`config.mk`:
```
export PLATFORM = sky130hd
export DESIGN_NAME = temp_sb_clk_rst_mgr
export DESIGN_NICKNAME = d
export VERILOG_FILES = /design/src/rtl/temp_sb_clk_rst_mgr.sv
export SDC_FILE = /design/constraint.sdc
export NUM_CORES = 1
export LEC_CHECK = 0
export CORE_ASPECT_RATIO = 1.1
export CORE_UTILIZATION = 40
export CTS_CLUSTER_SIZE = 25
export DETAILED_ROUTE_END_ITERATION = 12
export GPL_TIMING_DRIVEN = 0
export PLACE_DENSITY = 0.6
export SYNTH_ARGS = -nofsm -noshare
export SYNTH_HDL_FRONTEND = slang
export SYNTH_SLANG_ARGS = --single-unit
```
`constraint.sdc`:
```
create_clock -name CLK -period 2.43 [get_ports CLK]
set_input_delay 0.243 -clock CLK [delete_from_list [all_inputs] [get_ports CLK]]
set_output_delay 0.243 -clock CLK [all_outputs]
set_load 0.02 [all_outputs]
```
`src/rtl/temp_sb_clk_rst_mgr.sv`:
```
// rtl/temp_sb_clk_rst_mgr.sv - PLL lock qualification, sequenced reset release and divided clock enables
module temp_sb_clk_rst_mgr #(
   parameter int NUM_CH      = 2,
   parameter int DIV_WIDTH   = 8,
   parameter int NUM_RST     = 3,
   parameter int LOCK_FILTER = 1024,
   parameter int RST_GAP     = 16,
   parameter int LOSS_CNT_W  = 8
) (
   input  logic                          CLK,
   input  logic                          RESET_N,
   input  logic                          PLL_LOCK,
   input  logic [NUM_CH*DIV_WIDTH-1:0]   DIV,
   input  logic                          CLR_LOSS,
   output logic [NUM_RST-1:0]            RST_N_OUT,
   output logic [NUM_CH-1:0]             CLK_EN,
   output logic                          READY,
   output logic                          LOCK_LOST,
   output logic [LOSS_CNT_W-1:0]         LOSS_COUNT
);

   localparam int FW        = $clog2(LOCK_FILTER);
   localparam int REL_TOTAL = NUM_RST * RST_GAP;
   localparam int RW        = $clog2(REL_TOTAL + 1);

   typedef enum logic [2:0] {WAIT_LOCK, FILTER, RELEASE, RUN, LOST} state_t;

   state_t               state, state_nx;
   logic                 lock_m, lock_s;
   logic [FW-1:0]        filt_cnt, filt_nx;
   logic [RW-1:0]        rel_cnt, rel_nx;
   logic [NUM_RST-1:0]   rst_nx;

   // Two-flop synchroniser for the asynchronous CCC lock
   always_ff @(posedge CLK or negedge RESET_N) begin
      if (!RESET_N) begin
         lock_m <= 1'b0;
         lock_s <= 1'b0;
      end else begin
         lock_m <= PLL_LOCK;
         lock_s <= lock_m;
      end
   end

   // FSM state, lock filter counter and release sequence counter
   always_ff @(posedge CLK or negedge RESET_N) begin
      if (!RESET_N) begin
         state    <= WAIT_LOCK;
         filt_cnt <= '0;
         rel_cnt  <= '0;
      end else begin
         state    <= state_nx;
         filt_cnt <= filt_nx;
         rel_cnt  <= rel_nx;
      end
   end

   // Next state; counters clear whenever their state is left or entered
   always_comb begin
      state_nx = state;
      filt_nx  = '0;
      rel_nx   = '0;
      case (state)
         WAIT_LOCK: if (lock_s) state_nx = FILTER;
         FILTER: begin
            if (!lock_s)
               state_nx = WAIT_LOCK;
            else if (filt_cnt == FW'(LOCK_FILTER - 1))
               state_nx = RELEASE;
            else
               filt_nx = filt_cnt + 1'b1;
         end
         RELEASE: begin
            if (!lock_s)
               state_nx = LOST;
            else if (rel_cnt == RW'(REL_TOTAL - 1))
               state_nx = RUN;
            else
               rel_nx = rel_cnt + 1'b1;
         end
         RUN:     if (!lock_s) state_nx = LOST;
         LOST:    state_nx = WAIT_LOCK;
         default: state_nx = WAIT_LOCK;
      endcase
   end

   // Reset k releases k*RST_GAP cycles into RELEASE; outputs are registered from next state
   always_comb begin
      rst_nx = '0;
      for (int k = 0; k < NUM_RST; k++)
         rst_nx[k] = (state_nx == RELEASE && int'(rel_nx) >= k * RST_GAP) || state_nx == RUN;
   end

   // Registered reset and ready outputs
   always_ff @(posedge CLK or negedge RESET_N) begin
      if (!RESET_N) begin
         RST_N_OUT <= '0;
         READY     <= 1'b0;
      end else begin
         RST_N_OUT <= rst_nx;
         READY     <= (state_nx == RUN);
      end
   end

   // Sticky loss flag and saturating loss count; a loss beats a coincident clear
   always_ff @(posedge CLK or negedge RESET_N) begin
      if (!RESET_N) begin
         LOCK_LOST  <= 1'b0;
         LOSS_COUNT <= '0;
      end else if (state_nx == LOST) begin
         LOCK_LOST <= 1'b1;
         if (CLR_LOSS)
            LOSS_COUNT <= LOSS_CNT_W'(1);
         else if (LOSS_COUNT != {LOSS_CNT_W{1'b1}})
            LOSS_COUNT <= LOSS_COUNT + 1'b1;
      end else if (CLR_LOSS) begin
         LOCK_LOST  <= 1'b0;
         LOSS_COUNT <= '0;
      end
   end

   for (genvar i = 0; i < NUM_CH; i++) begin : g_ch
      logic [DIV_WIDTH-1:0] div_i, d_cur, cnt;
      logic                 wrap, en_q;

      assign div_i     = DIV[i*DIV_WIDTH +: DIV_WIDTH];
      assign wrap      = (d_cur <= DIV_WIDTH'(1)) || (cnt == d_cur - 1'b1);
      assign CLK_EN[i] = en_q;

      // Divider: divisor is latched only at a period boundary, counter idles at 0 outside RUN
      always_ff @(posedge CLK or negedge RESET_N) begin
         if (!RESET_N) begin
            cnt   <= '0;
            d_cur <= '0;
            en_q  <= 1'b0;
         end else begin
            if (state == RUN && !wrap) begin
               cnt <= cnt + 1'b1;
            end else begin
               cnt   <= '0;
               d_cur <= div_i;
            end
            en_q <= (state_nx == RUN) &&
                    ((state == RUN) ? wrap : (div_i <= DIV_WIDTH'(1)));
         end
      end
   end

endmodule

```
# [Yosys cells after proc, flatten, opt, wreduce, memory -nomap -nowiden]
# Cells that the tools add are included.
# W data, S select, Z words.
[totals] regBits=68 inputBits=20 out_inout_bits=15
[classes] muxes=23 add_sub_neg=7 order_cmp=6 reduce_logical=17 eq_ne=11
[ops] cell="$mux W8" n=6
[ops] cell="$le A8 B1 Y1 const B" n=4
[ops] cell="$mux W10" n=3
[ops] cell="$add A8 B1 Y8 const B" n=3
[ops] cell="$mux W3" n=6
[ops] cell="$mux W6" n=3
[ops] cell="$eq A8 B8 Y1" n=2
[ops] cell="$sub A8 B1 Y8 const B" n=2
[ops] cell="$eq A3 B2 Y1 const B" n=4
[ops] cell="$pmux W3 S4" n=1
[ops] cell="$add A10 B1 Y10 const B" n=1
[ops] cell="$eq A10 B10 Y1 const B" n=1
[ops] cell="$ne A8 B8 Y1 const B" n=1
[ops] cell="$add A6 B1 Y6 const B" n=1
[ops] cell="$eq A6 B6 Y1 const B" n=1
[ops] cell="$ge A6 B5 Y1 const B" n=1
[ops] cell="$ge A6 B6 Y1 const B" n=1
[ops] cell="$logic_and A1 B1 Y1" n=6
[ops] cell="$logic_or A1 B1 Y1" n=5
[ops] cell="$mux W1" n=4
[ops] cell="$reduce_bool A2 Y1" n=2
[ops] cell="$eq A3 B1 Y1 const B" n=1
[ops] cell="$eq A3 B3 Y1 const B" n=1
[ops] cell="$logic_not A3 Y1" n=1
[ops] cell="2 further kinds" n=3

# [Depth between registers and ports, before layout]
# Gate-level depths: netlist of the first run.
[logic_depth] depth_word=7 mapped_depth=10 mapped_depth_nobuf=8

# [Worst setup path after synthesis of the first run]
# No wires, ideal clock.
[synth_path] path_kind="reg2reg" startpoint="reg g_ch[0].d_cur[0]" endpoint="reg g_ch[0].d_cur[0]" path_buffers=1 stages_incl_launch_ff=8 arrival_ns=2.123 t_required_ns=2.305 slack_ns=0.182 setup_time_ns=0.125 cell_sequence="dfrtp_1 -> nor4_4 -> mux2_1 -> o311ai_1 -> and4_1 -> or3_1 -> buf_6 -> mux2_4"
[synth_between] elab_chain_cells=5 word_cells_on_any_way=6
[synth_rtl] element="start: declaration" line="123" rtl="logic [DIV_WIDTH-1:0] div_i, d_cur, cnt;"
[synth_rtl] element="start signal: assignment" line="141" rtl="d_cur <= div_i;"
[synth_rtl] element="$sub A8 B1 Y8" line="127" rtl="assign wrap = (d_cur <= DIV_WIDTH'(1)) || (cnt == d_cur - 1'b1);"
[synth_rtl] element="$eq A8 B8 Y1" line="127"
[synth_rtl] element="$logic_or A1 B1 Y1 (*)" line="127"
[synth_rtl] element="$logic_not A1 Y1 (*)" line="137" rtl="if (state == RUN && !wrap) begin"
[synth_rtl] element="$logic_and A1 B1 Y1 (*)" line="137"
# Mark *: on every way between the ends. The rest lies on a longest branch, timed or not.
# A chain may end at the register's enable or synchronous reset.

# [Worst setup path in the final report of the first run]
[layout_path] startpoint="reg g_ch[0].d_cur[5]" endpoint="reg g_ch[0].d_cur[2]"
# Same word-level chain as after synthesis.

==> results of run 1 <==
[per-layer routing]
metal	vias up	GRT usage (%)	share of wire [%]
li1	1223	-	-
met1	1187	21.3	49
met2	51	25.5	46
met3	11	3.94	3.6
met4	0	6.23	1.6
met5	-	0	0
[cell type report]
type	instances	share of cell area, %
Clock buffer	13	3.77
Sequential cell	68	40.4
Buffer	11	2.19
Clock inverter	3	1.63
Inverter	13	1.16
Timing Repair Buffer	36	8.30
Multi-Input combinational cell	233	39.3
Tap cell	111	3.29
[where the power goes]
group | leakage, nW | internal (mW) | switching (mW) | total (mW)
logic | 0.803 | 0.0764 | 0.0738 | 0.150
registers | 0.904 | 1.15 | 0.0311 | 1.18
clock network | 0.114 | 0.637 | 0.434 | 1.07
total | 1.82 | 1.87 | 0.539 | 2.40
[per-stage QoR]
step	worst slack, ns	setup TNS [ns]	hold slack [ns]	instance area [sq um]	utilization, %
after floorplan	0.182	0	-0.0526	3490	-
after global placement	-1.20	-81.33	0.338	3960	47.1
after detailed placement	-0.0272	-0.127	0.343	3960	47.1
after CTS	0.0365	0	0.0392	4190	49.9
after global routing	0.0145	0	0.0661	4220	50.2
final	0.0707	0	-0.00152	4220	50.2
[worst max-delay path, stage by stage (launching register included)]
cell and delay (ns):
dfrtp_1 0.45, or3_1 0.41, nand2b_1 0.16, a2111oi_0 0.37
and4_1 0.27, or3_1 0.12, buf_6 0.15, mux2_4 0.31
[synth_stat cells (4+ instances only)]
cell type  count  area (sq um)
mux2_2         4          45.0
nand4_1        5          31.3
dfrtp_1       68          1700
or3_1          4          25.0
and2_1         4          25.0
a21oi_1        4          20.0
nand3_1       19          95.1
nand2_1        7          26.3
o21ai_0        9          45.0
mux2_4         4          60.1
nand2b_1       4          25.0
nor2_1        45           169
and4_1         4          35.0
ha_1           9           113
nor3_1         5          25.0
inv_1         13          48.8
xnor2_1       21           184
and3_1         8          50.1
buf_4          4          30.0
xor2_1        28           245
a22o_1         6          52.6
[registers in the layout, summed over array words and instances (netlist names)]
name        cells
lock_s          1
rel_cnt         6
g_ch.en_q       2
g_ch.cnt       16
lock_m          1
READY           1
filt_cnt       10
g_ch.d_cur     16
LOSS_COUNT      8
state           3
RST_N_OUT       3
LOCK_LOST       1
[cells in the final DEF, fill, tap and decap left out, types with 3 or more instances in the layout]
| master | Yosys | final |
|---|---|---|
| a21oi_1 | 4 | 4 |
| a22o_1 | 6 | 6 |
| and2_1 | 4 | 4 |
| and3_1 | 8 | 8 |
| and4_1 | 4 | 4 |
| buf_4 | 4 | 8 |
| clkbuf_1 | 3 | 5 |
| clkbuf_8 | 1 | 12 |
| clkdlybuf4s50_1 | 0 | 32 |
| dfrtp_1 | 68 | 66 |
| ha_1 | 9 | 9 |
| inv_1 | 13 | 13 |
| mux2_2 | 4 | 4 |
| mux2_4 | 4 | 4 |
| nand2_1 | 7 | 7 |
| nand2b_1 | 4 | 4 |
| nand3_1 | 19 | 19 |
| nand4_1 | 5 | 5 |
| nor2_1 | 45 | 45 |
| nor2b_1 | 3 | 3 |
| nor3_1 | 5 | 5 |
| o21ai_0 | 9 | 9 |
| o41ai_1 | 3 | 3 |
| or3_1 | 4 | 4 |
| or4_1 | 3 | 3 |
| xnor2_1 | 21 | 21 |
| xor2_1 | 28 | 28 |
[cell families (layout without fill, tap and decap cells)]
| family | count (synthesis) | in the layout | share of synthesized area [%] |
|---|---|---|---|
| mux | 11 | 11 | 3.94 |
| simple gates | 124 | 124 | 19.0 |
| fa+ha+maj | 9 | 9 | 3.23 |
| flops | 68 | 68 | 48.8 |
| compound gates | 40 | 40 | 8.71 |
| buf+inv | 24 | 76 | 4.05 |
| xor+xnor | 49 | 49 | 12.3 |
[worst paths after layout]
kind | startpoint | slack [ns] | cells after the start | to
hold reg to reg | lock_m | 0.36 | 0 | lock_s
hold / removal | RESET_N | -0.002 | 1 | LOSS_COUNT[1]
min in group CLK | CLR_LOSS | 0.27 | 2 | LOSS_COUNT[6]
setup / recovery | g_ch[0].d_cur[5] | 0.07 | 7 | g_ch[0].d_cur[2]
max in group asynchronous | RESET_N | 1.83 | 1 | g_ch[0].d_cur[0]
setup reg to reg | g_ch[0].d_cur[5] | 0.07 | 7 | g_ch[0].d_cur[2]
[what timing repair did]
item | CTS | global route
endpoints found under the hold margin | 0 | 0
gates resized for setup | 1 | 3
endpoints found under the setup margin | 8 | 15
pin swaps | 1 | 4
buffers inserted | 1 | 2
==> run summary, run 1 <==
status = finished with violations
failing checks = negative hold slack
synthesized flop and latch total = 68
Slew @ Worst Pin = 0.844 ns
FMAX = 424 MHz
detailed placer's ending HPWL = 4.58 mm
nature of the critical path endpoint = register
Warnings, synthesis = 0
Post-Route WL = 6.75 mm
vias in the first global route = 2,401
GRT Overall Usage = 16.1%
CTS sink cnt = 68
Clock transition at path regs = 0.08 ns
asr flop ratio synth = 100%
Post-synth EDFFs = 0
Fin. Hold Viols = 2
pin count of the biggest net entering global routing = 69
Die Y = 100 microns
worst hold slack = -0.00152 ns
Power Density = 570 nW/um^2
Cell Area, Synth = 3490 sq um
clk_skew = 0.00833 ns
maximum vdd drop = 0.298 mV
Power, Total = 2.40 mW
RSZ-0062 raised after global routing = no
Post-Syn Instances = 325
Num CTS Buffers = 9
CTS tree = yes
# rows = 35
ANT nets after route = 0
number of DRC markers in iteration 0 = 129
predominant post-synthesis flop cell = dfrtp_1
fin crit period = 2.36 ns
Tcrit/Tclk final = 97.1%
Worst setup SP type = register
LEAKAGE = 1.82 nW
Finish-stage setup viols = 0
maximum root-to-sink buffer count = 2
final non-filler cell total = 488
Placer Congestion = 0.793
diode count = 0
storage element area = 1700 sq um
Max Cap Viol = 0
DRT Pass-1 Iters = 4
Syn Area/Cell = 10.7 sq um
IO buf count = 33
Die W = 91.1 microns
crit path max fanout = 8
first-pass GRT wire length = 11.5 mm
CTS root buf = clkbuf_8
syn nets = 354
WP data required = 2.65 ns
WS Path Type = reg -> reg
layout cells sized above 1 = 12.7%
Avg Vias per Cell = 5.07
Syn-to-layout area delta = 20.9%
placed cell count = 469
nets@finish = 401
Slew Limit Headroom = 43.7%
core area = 8410 sq um
H-tree levels = 3
Die Footprint = 9100 sq um
clk_lat worst skew = 0.34 ns
HP Class = in -> async
final global-route overflow total = 0
register area share after synthesis = 48.8%
post-cts hold buffer count = 0
Crit path arrival time = 2.58 ns
Yosys cell types = 54
DRC violations left = 0
multi-input logic area = 1660 sq um
Vias = 2,472
fillcell total = 787
top-level I/O count = 35
Pins Over Slew Limit = 0
Initial Util = 41.5%
DR WL/cell = 13.8 microns
initial antenna violation count = 0
Power figures use the tool's default switching activity.
==> run 2: changes to the inputs <==
--- a/config.mk
+++ b/config.mk
@@ -10,7 +10,7 @@
 export CTS_CLUSTER_SIZE = 25
 export DETAILED_ROUTE_END_ITERATION = 12
 export GPL_TIMING_DRIVEN = 0
-export PLACE_DENSITY = 0.6
+export PLACE_DENSITY_LB_ADDON = 0.15
 export SYNTH_ARGS = -nofsm -noshare
 export SYNTH_HDL_FRONTEND = slang
 export SYNTH_SLANG_ARGS = --single-unit
==> run summary, run 2 (synthesized netlist as in run 1, its figures left out) <==
status = finished with violations
failing checks = negative hold slack
Fin. Hold Viols = 9
Tcrit/Tclk final = 96.3%
final global-route overflow total = 0
clk_lat worst skew = 0.35 ns
final setup margin = 0.0903 ns
multi-input logic area = 1690 sq um
Post-Route Setup TNS = 0 ns
Max Cap Viol = 0
final instance area = 4240 sq um
fillcell total = 788
core area = 8410 sq um
WP data required = 2.66 ns
fin crit period = 2.34 ns
top-level I/O count = 35
Finish-stage setup viols = 0
Post-Route WL = 6.79 mm
Vias = 2,493
Worst path max stage delay = 0.46 ns
ANT nets after route = 0
LEAKAGE = 1.82 nW
Slowest cell on crit path = dfrtp_2
CTS sink cnt = 68
commonest non-fill, non-tap cells in the layout = dfrtp_1, nor2_1, clkdlybuf4s50_1, xor2_1, xnor2_1
# rows = 35
pin count of the biggest net entering global routing = 69
Num CTS Buffers = 9
Placer Congestion = 0.781
initial antenna violation count = 0
FMAX = 427 MHz
IO buf count = 33
Slew @ Worst Pin = 0.847 ns
commonest non-fill, non-tap cell in the layout = dfrtp_1
DRT Pass-1 Iters = 4
dpl ws = -0.0546 ns
H-tree levels = 3
Die W = 91.1 microns
maximum vdd drop = 0.273 mV
Clock transition at path regs = 0.08 ns
Pins Over Slew Limit = 0
crit path max fanout = 10
vias in the first global route = 2,452
nets@finish = 401
GRT Overall Usage = 16.3%
final non-filler cell total = 488
Initial Util = 41.5%
Slew Limit Headroom = 43.6%
Power Density = 559 nW/um^2
diode count = 0
R2R depth = 8
biggest regs = g_ch.cnt: 16 flops, g_ch.d_cur: 16 flops, filt_cnt: 10 flops
Finished Core Util = 50.5%
detailed placer's ending HPWL = 4.63 mm
placed cell count = 469
Die Y = 100 microns
Die Footprint = 9100 sq um
Avg Vias per Cell = 5.11
worst hold slack = -0.0186 ns
Worst setup SP type = register
DR WL/cell = 13.9 microns
crit path cell chain = nor4_4 > buf_4 > mux2_1 > o311ai_2 > and4_1 > or3_4 > buf_8 > a22o_1
CTS root buf = clkbuf_8
nature of the critical path endpoint = register
clk_skew = 0.0161 ns
WS Path Type = reg -> reg
CTS tree = yes
DRC violations left = 0
Crit path arrival time = 2.57 ns
layout cells sized above 1 = 15.4%
HP Class = in -> async
Syn-to-layout area delta = 21.6%
number of DRC markers in iteration 0 = 99
total placed instance area = 3960 sq um
storage element area = 1710 sq um
first-pass GRT wire length = 11.6 mm
maximum root-to-sink buffer count = 2
[run 2: changes by cell type in the layout (fill, tap and decap cells not counted), moves of 2 or more]
| cell | previous run | this run |
|---|---|---|
| clkbuf_1 | 5 | 3 |
| clkbuf_8 | 12 | 10 |
| dfrtp_1 | 66 | 63 |
| dfrtp_2 | 2 | 5 |
[run 2: what timing repair did]
action	4_1_cts	5_1_grt
resized for setup	1	13
setup buffers	1	3
setup endpoints to repair	6	30
pin swaps	1	3
hold buffers	0	0
[run 2: critical path, delay by kind of cell (launching register included)]
family                 cells  cell delay [ns]
multiplexers               1             0.15
flip-flops                 1             0.46
AO/OA/AOI/OAI              2             0.28
AND/OR/NAND/NOR            3             0.97
buffers and inverters      2             0.35
[run 2: final cells by class]
type | count | share of cell area [%]
repair buffers | 37 | 8.43
well taps | 111 | 3.27
clock inverters | 7 | 2.33
clock buffers | 9 | 2.92
plain buffers | 10 | 1.92
inverters | 13 | 1.15
flip-flops and latches | 68 | 40.3
multi-input cells | 233 | 39.7
[run 2: path summary, 6_finish.rpt]
check	startpoint	end	slack (ns)
max	g_ch[0].d_cur[1]	g_ch[0].d_cur[5]	0.09
min	RESET_N	g_ch[1].d_cur[1]	-0.02
max reg2reg	g_ch[0].d_cur[1]	g_ch[0].d_cur[5]	0.09
min reg2reg	lock_m	lock_s	0.35
max in group asynchronous	RESET_N	g_ch[0].d_cur[5]	1.83
min in group CLK	CLR_LOSS	LOSS_COUNT[1]	0.29
[run 2: power by group]
group	switching [mW]	leakage (nW)	total, mW	internal (mW)
registers	0.0325	0.901	1.18	1.15
clock network	0.448	0.110	1.03	0.582
logic	0.0782	0.809	0.157	0.0784
total	0.559	1.82	2.37	1.81
[run 2: metrics by stage]
stage,power (mW),hold WS [ns]
finish,2.37,-0.0186
global route,2.47,0.0602
CTS,2.39,0.0358
detailed placement,1.35,0.338
global placement,1.35,0.333
floorplan,1.28,-0.0526
[run 2: per-layer routing]
metal / up-vias / global-route usage, % / wire [microns]
met5: - / 0 / 0
met4: 0 / 9.28 / 126
met3: 11 / 2.88 / 235
met2: 46 / 25.6 / 3230
met1: 1208 / 21.4 / 3190
li1: 1228 / - / -
